--- src/rtl/matmul_engine.sv ---
// matmul_engine
//   Square NxN matrix multiplier C = A * B with one multiply-accumulate per
//   clock. Operands are written element by element while idle; once every
//   element of A and B has been written the engine computes all of C in N^3
//   cycles. C is then read out in DW-bit slices. After N*N*NB reads the
//   engine returns to idle and waits for a fresh set of operand loads.
//
//   Build option: define MATMUL_ENGINE_SIGNED_EN to treat operands and C as
//   two's-complement (products sign-extended). Without it all arithmetic is
//   unsigned.
//
// Ports
//   clk           clock, rising edge
//   rst           asynchronous reset, active high
//   load_en       write in_data into the operand store this cycle
//   load_sel_ab   0 = matrix A, 1 = matrix B
//   load_index    row-major element index (row*N+col)
//   in_data       operand element
//   output_en     read strobe, counted while in OUTPUT
//   output_sel    row-major index of the C element to read
//   output_slice  DW-bit slice of that element, 0 = least significant
//   out_data      selected slice, 0 when not reading in OUTPUT
//   busy          high while computing
//   done          one-cycle pulse on the first OUTPUT cycle
//
// States
//   IDLE    | accept operand loads, wait until all elements are loaded
//   COMPUTE | one MAC per cycle, k innermost, then j, then i
//   OUTPUT  | serve slice reads until N*N*NB reads have been made
module matmul_engine #(
    parameter int N  = 2,
    parameter int DW = 8,
    localparam int IW = $clog2(N * N),
    localparam int CW = 2 * DW + $clog2(N),
    localparam int NB = (CW + DW - 1) / DW,
    localparam int SW = ($clog2(NB) > 1) ? $clog2(NB) : 1
) (
    input  logic          clk,
    input  logic          rst,
    input  logic          load_en,
    input  logic          load_sel_ab,
    input  logic [IW-1:0] load_index,
    input  logic [DW-1:0] in_data,
    input  logic          output_en,
    input  logic [IW-1:0] output_sel,
    input  logic [SW-1:0] output_slice,
    output logic [DW-1:0] out_data,
    output logic          busy,
    output logic          done
);

    localparam int NN  = N * N;
    localparam int PW  = 2 * DW;
    localparam int KW  = $clog2(N);
    localparam int NRD = NN * NB;
    localparam int RW  = $clog2(NRD + 1);
    localparam int XW  = NB * DW;

    typedef enum logic [1:0] {
        S_IDLE    = 2'd0,
        S_COMPUTE = 2'd1,
        S_OUTPUT  = 2'd2
    } state_t;

    state_t          state_q, state_d;
    logic [DW-1:0]   a_q [NN];
    logic [DW-1:0]   b_q [NN];
    logic [CW-1:0]   c_q [NN];
    logic [2*NN-1:0] ld_flags_q, ld_flags_d;
    logic [CW-1:0]   acc_q, acc_d;
    logic [KW-1:0]   i_q, i_d, j_q, j_d, k_q, k_d;
    logic [RW-1:0]   rd_cnt_q, rd_cnt_d;
    logic            done_q, done_d;

    logic            load_ok;
    logic [IW-1:0]   a_idx, b_idx, c_idx;
    logic [DW-1:0]   a_el, b_el;
    logic [PW-1:0]   prod;
    logic [CW-1:0]   prod_ext;
    logic            c_we;
    logic [XW-1:0]   c_ext;

    assign load_ok = (state_q == S_IDLE) && load_en && (32'(load_index) < NN);

    // Operand storage is deliberately not reset; contents survive OUTPUT.
    always_ff @(posedge clk) begin
        if (load_ok) begin
            if (load_sel_ab) begin
                b_q[load_index] <= in_data;
            end else begin
                a_q[load_index] <= in_data;
            end
        end
    end

    always_comb begin
        a_idx = IW'(int'(i_q) * N + int'(k_q));
        b_idx = IW'(int'(k_q) * N + int'(j_q));
        c_idx = IW'(int'(i_q) * N + int'(j_q));
        a_el  = a_q[a_idx];
        b_el  = b_q[b_idx];
`ifdef MATMUL_ENGINE_SIGNED_EN
        prod     = $signed({{DW{a_el[DW-1]}}, a_el}) * $signed({{DW{b_el[DW-1]}}, b_el});
        prod_ext = {{(CW - PW){prod[PW-1]}}, prod};
`else
        prod     = {{DW{1'b0}}, a_el} * {{DW{1'b0}}, b_el};
        prod_ext = {{(CW - PW){1'b0}}, prod};
`endif
    end

    always_comb begin
        state_d    = state_q;
        ld_flags_d = ld_flags_q;
        acc_d      = acc_q;
        i_d        = i_q;
        j_d        = j_q;
        k_d        = k_q;
        rd_cnt_d   = rd_cnt_q;
        done_d     = 1'b0;
        c_we       = 1'b0;
        case (state_q)
            S_IDLE: begin
                for (int e = 0; e < NN; e++) begin
                    if (load_ok && (32'(load_index) == e)) begin
                        if (load_sel_ab) begin
                            ld_flags_d[NN + e] = 1'b1;
                        end else begin
                            ld_flags_d[e] = 1'b1;
                        end
                    end
                end
                // Decided on the registered flags, so COMPUTE starts on the
                // edge after the last flag is set.
                if (&ld_flags_q) begin
                    state_d = S_COMPUTE;
                    i_d     = '0;
                    j_d     = '0;
                    k_d     = '0;
                end
            end
            S_COMPUTE: begin
                acc_d = (k_q == '0) ? prod_ext : acc_q + prod_ext;
                if (k_q == KW'(N - 1)) begin
                    c_we = 1'b1;
                    k_d  = '0;
                    if (j_q == KW'(N - 1)) begin
                        j_d = '0;
                        if (i_q == KW'(N - 1)) begin
                            i_d      = '0;
                            rd_cnt_d = '0;
                            done_d   = 1'b1;
                            state_d  = S_OUTPUT;
                        end else begin
                            i_d = i_q + KW'(1);
                        end
                    end else begin
                        j_d = j_q + KW'(1);
                    end
                end else begin
                    k_d = k_q + KW'(1);
                end
            end
            S_OUTPUT: begin
                if (output_en) begin
                    if (32'(rd_cnt_q) + 1 == NRD) begin
                        rd_cnt_d   = '0;
                        ld_flags_d = '0;
                        state_d    = S_IDLE;
                    end else begin
                        rd_cnt_d = rd_cnt_q + RW'(1);
                    end
                end
            end
            default: begin
                state_d = S_IDLE;
            end
        endcase
    end

    always_ff @(posedge clk or posedge rst) begin
        if (rst) begin
            state_q    <= S_IDLE;
            ld_flags_q <= '0;
            acc_q      <= '0;
            i_q        <= '0;
            j_q        <= '0;
            k_q        <= '0;
            rd_cnt_q   <= '0;
            done_q     <= 1'b0;
            for (int e = 0; e < NN; e++) begin
                c_q[e] <= '0;
            end
        end else begin
            state_q    <= state_d;
            ld_flags_q <= ld_flags_d;
            acc_q      <= acc_d;
            i_q        <= i_d;
            j_q        <= j_d;
            k_q        <= k_d;
            rd_cnt_q   <= rd_cnt_d;
            done_q     <= done_d;
            if (c_we) begin
                c_q[c_idx] <= acc_d;
            end
        end
    end

    // Readout: C is zero-padded to NB*DW so the top slice reads 0 above CW.
    always_comb begin
        c_ext    = '0;
        out_data = '0;
        if ((state_q == S_OUTPUT) && output_en &&
            (32'(output_sel) < NN) && (32'(output_slice) < NB)) begin
            c_ext[CW-1:0] = c_q[output_sel];
            out_data      = c_ext[int'(output_slice) * DW +: DW];
        end
    end

    assign busy = (state_q == S_COMPUTE);
    assign done = done_q;

endmodule

--- config.mk ---
export PLATFORM = sky130hd
export DESIGN_NAME = matmul_engine
export DESIGN_NICKNAME = d
export VERILOG_FILES = /design/src/rtl/matmul_engine.sv
export SDC_FILE = /design/constraint.sdc
export NUM_CORES = 1
export LEC_CHECK = 0
export BUFFER_PORTS_ARGS = -buffer_cell sky130_fd_sc_hd__buf_2
export CAP_MARGIN = 20
export CORE_MARGIN = 2
export CORE_UTILIZATION = 40
export DETAILED_ROUTE_END_ITERATION = 8
export GPL_ROUTABILITY_DRIVEN = 0
export PLACE_DENSITY = 0.52
export SLEW_MARGIN = 20
export SYNTH_ARGS = -nofsm -noshare
export SYNTH_HDL_FRONTEND = slang
export SYNTH_SLANG_ARGS = --single-unit
export TNS_END_PERCENT = 100
--- constraint.sdc ---
create_clock -name clk -period 7.7 [get_ports clk]
set_input_delay 1.155 -clock clk [delete_from_list [all_inputs] [get_ports clk]]
set_output_delay 1.155 -clock clk [all_outputs]
set_load 0.1 [all_outputs]
==> out/results.md <==
* **outcome** complete, no violations
* **largest delay contributor family on the critical path** adder cells
* **final global-route overflow total** 0
* **TritonCTS clock tree** yes
* **max capacitance violation total** 0
* **FF-to-FF setup slack** 0.55 ns
* **origin of the critical flop-to-flop path** j_q
* **combinational share of power** 0.131
* **DR vias** 6530
* **arrival time at the worst endpoint** 7.45 ns
* **number of sinks handled by clock tree synthesis** 167
* **share of layout cells above drive strength 1** 0.154
* **ratio of final minimum period to clock period** 0.928
* **post-cts hold buffer count** 0
* **final hold slack** 0.475 ns
* **die height** 162 um
* **Residual DRC** 0
* **Max Root-Sink Buffers** 2
* **critical register-to-register path endpoint** acc_q[15]
* **Max stage delay on crit path** 0.80 ns
* **total clock buffers created by CTS** 17
* **warnings from Yosys** 0
* **cell count after placement** 1214
* **later-pin clock latency in the skew report** 0.44 ns
* **Clock transition at path regs** 0.07 ns
* **initial core utilization** 0.410
* **Seq. cell area** 4500 um^2
* **flip-flop and latch count after synthesis** 167
* **cell area after layout** 11100 um^2
* **largest vdd supply drop** 175 uV
* **Post-CTS Setup Bufs** 0
* **Non-Filler Instances** 1246
* **antenna-violating nets left** 0
* **global-route usage over all layers** 0.187
* **area overhead of the layout relative to synthesis** 10.9%
* **area of the multi-input gates** 5150 um^2
* **library cell with the highest instance count after synthesis** nand2_1
* **RSZ-0062 raised after global routing** false
* **mean post-synth cell area** 11.4 um^2
* **final core utilization** 0.455
* **Final Hold Violating Endpoints** 0
* **count of pins over their slew limit** 0
* **number of inserted filler cells in the final layout** 2277
* **proportion of register bits with asynchronous set or reset after synthesis** 0.617
* **Diodes inserted** 0
* **nets in the synthesized netlist** 992
* **Core Footprint** 24500 um^2
* **primary flip-flop cell chosen by synthesis mapping** dfrtp_1
* **Max Freq** 140 MHz
* **CP Data Required Time** 8.00 ns
* **internal cell power** 0.00150 W
* **number of distinct library cells after synthesis** 63
* **kind of launch point of the worst setup path** register
* **Reg2Reg Depth** 23
* **Crit path buffers/inverters** 4
* **Critical Path Slowest Stage Cell** dfrtp_1
* **drt first-iter violations** 365
* **sequential cell area fraction in the yosys report** 0.448
* **switching power as a share of total power** 0.296
* **minimum period implied by the final worst setup slack** 7.15 ns
* **post-detailed-routing wire length** 22400 um
* **chain of cells forming the critical path** mux4_2, nand2_1, fa_1, fa_1, inv_1, fa_1, inv_1, fa_1, inv_1, ha_1, a21oi_1, and2_1, a21oi_1, nor2_1, xor2_1, inv_1, ha_1, a21o_1, a21o_1, a21oi_1, mux2i_1, nand3_1, or4_1
* **leading post-synthesis cells by instance count** nand2_1, dfrtp_1, edfxtp_1, inv_1
* **most area-hungry cell type in the Yosys netlist** dfrtp_1
* **global-route wire length before repair** 38200 um
* **H-tree levels** 4
* **endpoint kind of the worst setup timing path** register
* **final setup fails** 0
* **cell row count** 57
* **number of global-route vias before repair** 6945
* **normalized max-slew margin** 0.376
* **total leakage power** 5.01 nW
* **clock root cell** clkbuf_16
* **number of antenna violations at the first check in global routing** 0
* **HPWL reported at the end of detailed placement** 16300 um
* **worst slew pin tran** 0.933 ns
* **Layout Nets** 1019
* **placed standard-cell area** 10500 um^2
* **cell count after synthesis** 882
* **number of resized instances in the post-cts repair step** 0
* **worst clock skew** 0.0253 ns
* **maximum fanout encountered on the critical timing path** 16
* **number of top-level pins** 29
* **end point of the worst hold path** c_q[1]
* **Total Die Area** 26400 um^2
* **depth of the worst hold-timing path** 2
* **CP Class** register to register
* **net switching power of the design** 0.000631 W
* **relative contribution of sequential cells to total power** 0.456
* **share of the synthesized area in the top cell type** 0.257
* **per-cell via count in the routed design** 5.24
* **horizontal die dimension** 162 um
* **area of the mapped netlist** 10000 um^2
* **number of optimization iterations in the first detailed-route pass** 4
* **min-delay src** c_q[1]
* **type of the tightest min-delay check** register to register
* **post-DR wirelength/cell** 18.0 um
* **pin count of the biggest net entering global routing** 55
* **cell types with the largest area share after synthesis** dfrtp_1, edfxtp_1, mux4_2
* **part of the total power dissipated in the clock network** 0.413
* **number of I/O port buffers** 28
* **number of enable-type register cells in the synthesized netlist** 64
* **final setup TNS** 0 ns
* **power per unit of standard cell area** 192 nW/um^2
-- area by class of cell --
cell class                      count  area share
Multi-Input combinational cell    620       0.462
Sequential cell                   167       0.404
Clock buffer                       17      0.0382
Tap cell                          324      0.0364
Timing Repair Buffer               41      0.0214
Inverter                           62      0.0211
Clock inverter                     15      0.0164
-- logic make-up after synthesis --
logic type | after synthesis | synth area share
AND/OR/NAND/NOR | 275 | 0.134
AO/OA/AOI/OAI | 167 | 0.110
flip-flops | 167 | 0.448
buffers and inverters | 95 | 0.0388
adder cells (fa/ha/maj) | 91 | 0.141
multiplexers | 67 | 0.111
XOR/XNOR | 20 | 0.0175
-- worst min-delay path: cells and delay by family, from the launching register on --
family / cells / cell delay [ns]
flip-flops: 1 / 0.34
AND/OR/NAND/NOR: 2 / 0.10
-- power groups by stage --
stage | Clock (W) | Combinational [W] | Sequential [W]
after floorplan | 0 | 0.000210 | 0.000986
after global placement | 0 | 0.000282 | 0.000991
after detailed placement | 0 | 0.000282 | 0.000991
after CTS | 0.000908 | 0.000283 | 0.000972
after global routing | 0.000942 | 0.000320 | 0.000976
final | 0.000881 | 0.000280 | 0.000973
-- flip-flops by register name (all words and copies together), names as in the netlist --
register / cells
i_q: 1
done: 1
ld_flags_q: 8
j_q: 1
rd_cnt_q: 4
b_q: 32
acc_q: 17
a_q: 32
k_q: 1
c_q: 68
state_q: 2
-- placed cells by master, fill, tap and decap left out, drive strengths merged, types with 4 or more instances in the layout --
cell	count
mux4	33
nor3b	5
a211oi	7
nand3	12
a21oi	45
clkinv	4
edfxtp	64
a21o	24
fa	37
buf	41
mux2i	13
nand2	105
clkbuf	17
xor2	8
o21ai	46
a22oi	4
mux2	21
ha	54
nor3	13
o31ai	10
nor2	46
and2	55
xnor2	12
inv	72
dfrtp	103
and3	8
nor2b	5
nand4	10
-- through the flow --
| step | setup WS, ns | total power, W |
|---|---|---|
| 6_report | 0.552 | 0.00213 |
| 5_1_grt | 0.0214 | 0.00224 |
| 4_1_cts | 0.472 | 0.00216 |
| 3_5_place_dp | 0.463 | 0.00127 |
| 3_3_place_gp | 0.506 | 0.00127 |
| 2_1_floorplan | 0.998 | 0.00120 |
-- routing by layer --
| layer | global-route usage | wire, um | share of wire | vias up |
|---|---|---|---|---|
| met5 | 0 | 0 | 0 | - |
| met4 | 0.0463 | 172 | 0.0077 | 0 |
| met3 | 0.0270 | 798 | 0.036 | 9 |
| met2 | 0.293 | 10300 | 0.46 | 85 |
| met1 | 0.275 | 11200 | 0.50 | 3227 |
| li1 | - | - | - | 3209 |
-- worst max path at each step --
stage / from / end / slack (ns) / cells past startpoint
2_1_floorplan: j_q / acc_q[15] / 1.0 / 26
6_report: j_q / acc_q[15] / 0.55 / 23
3_3_place_gp: k_q / acc_q[15] / 0.51 / 23
4_1_cts: j_q / acc_q[15] / 0.47 / 23
5_1_grt: j_q / acc_q[15] / 0.02 / 23
3_5_place_dp: j_q / acc_q[15] / 0.46 / 23
No activity file was read; power rests on OpenSTA's default activity.
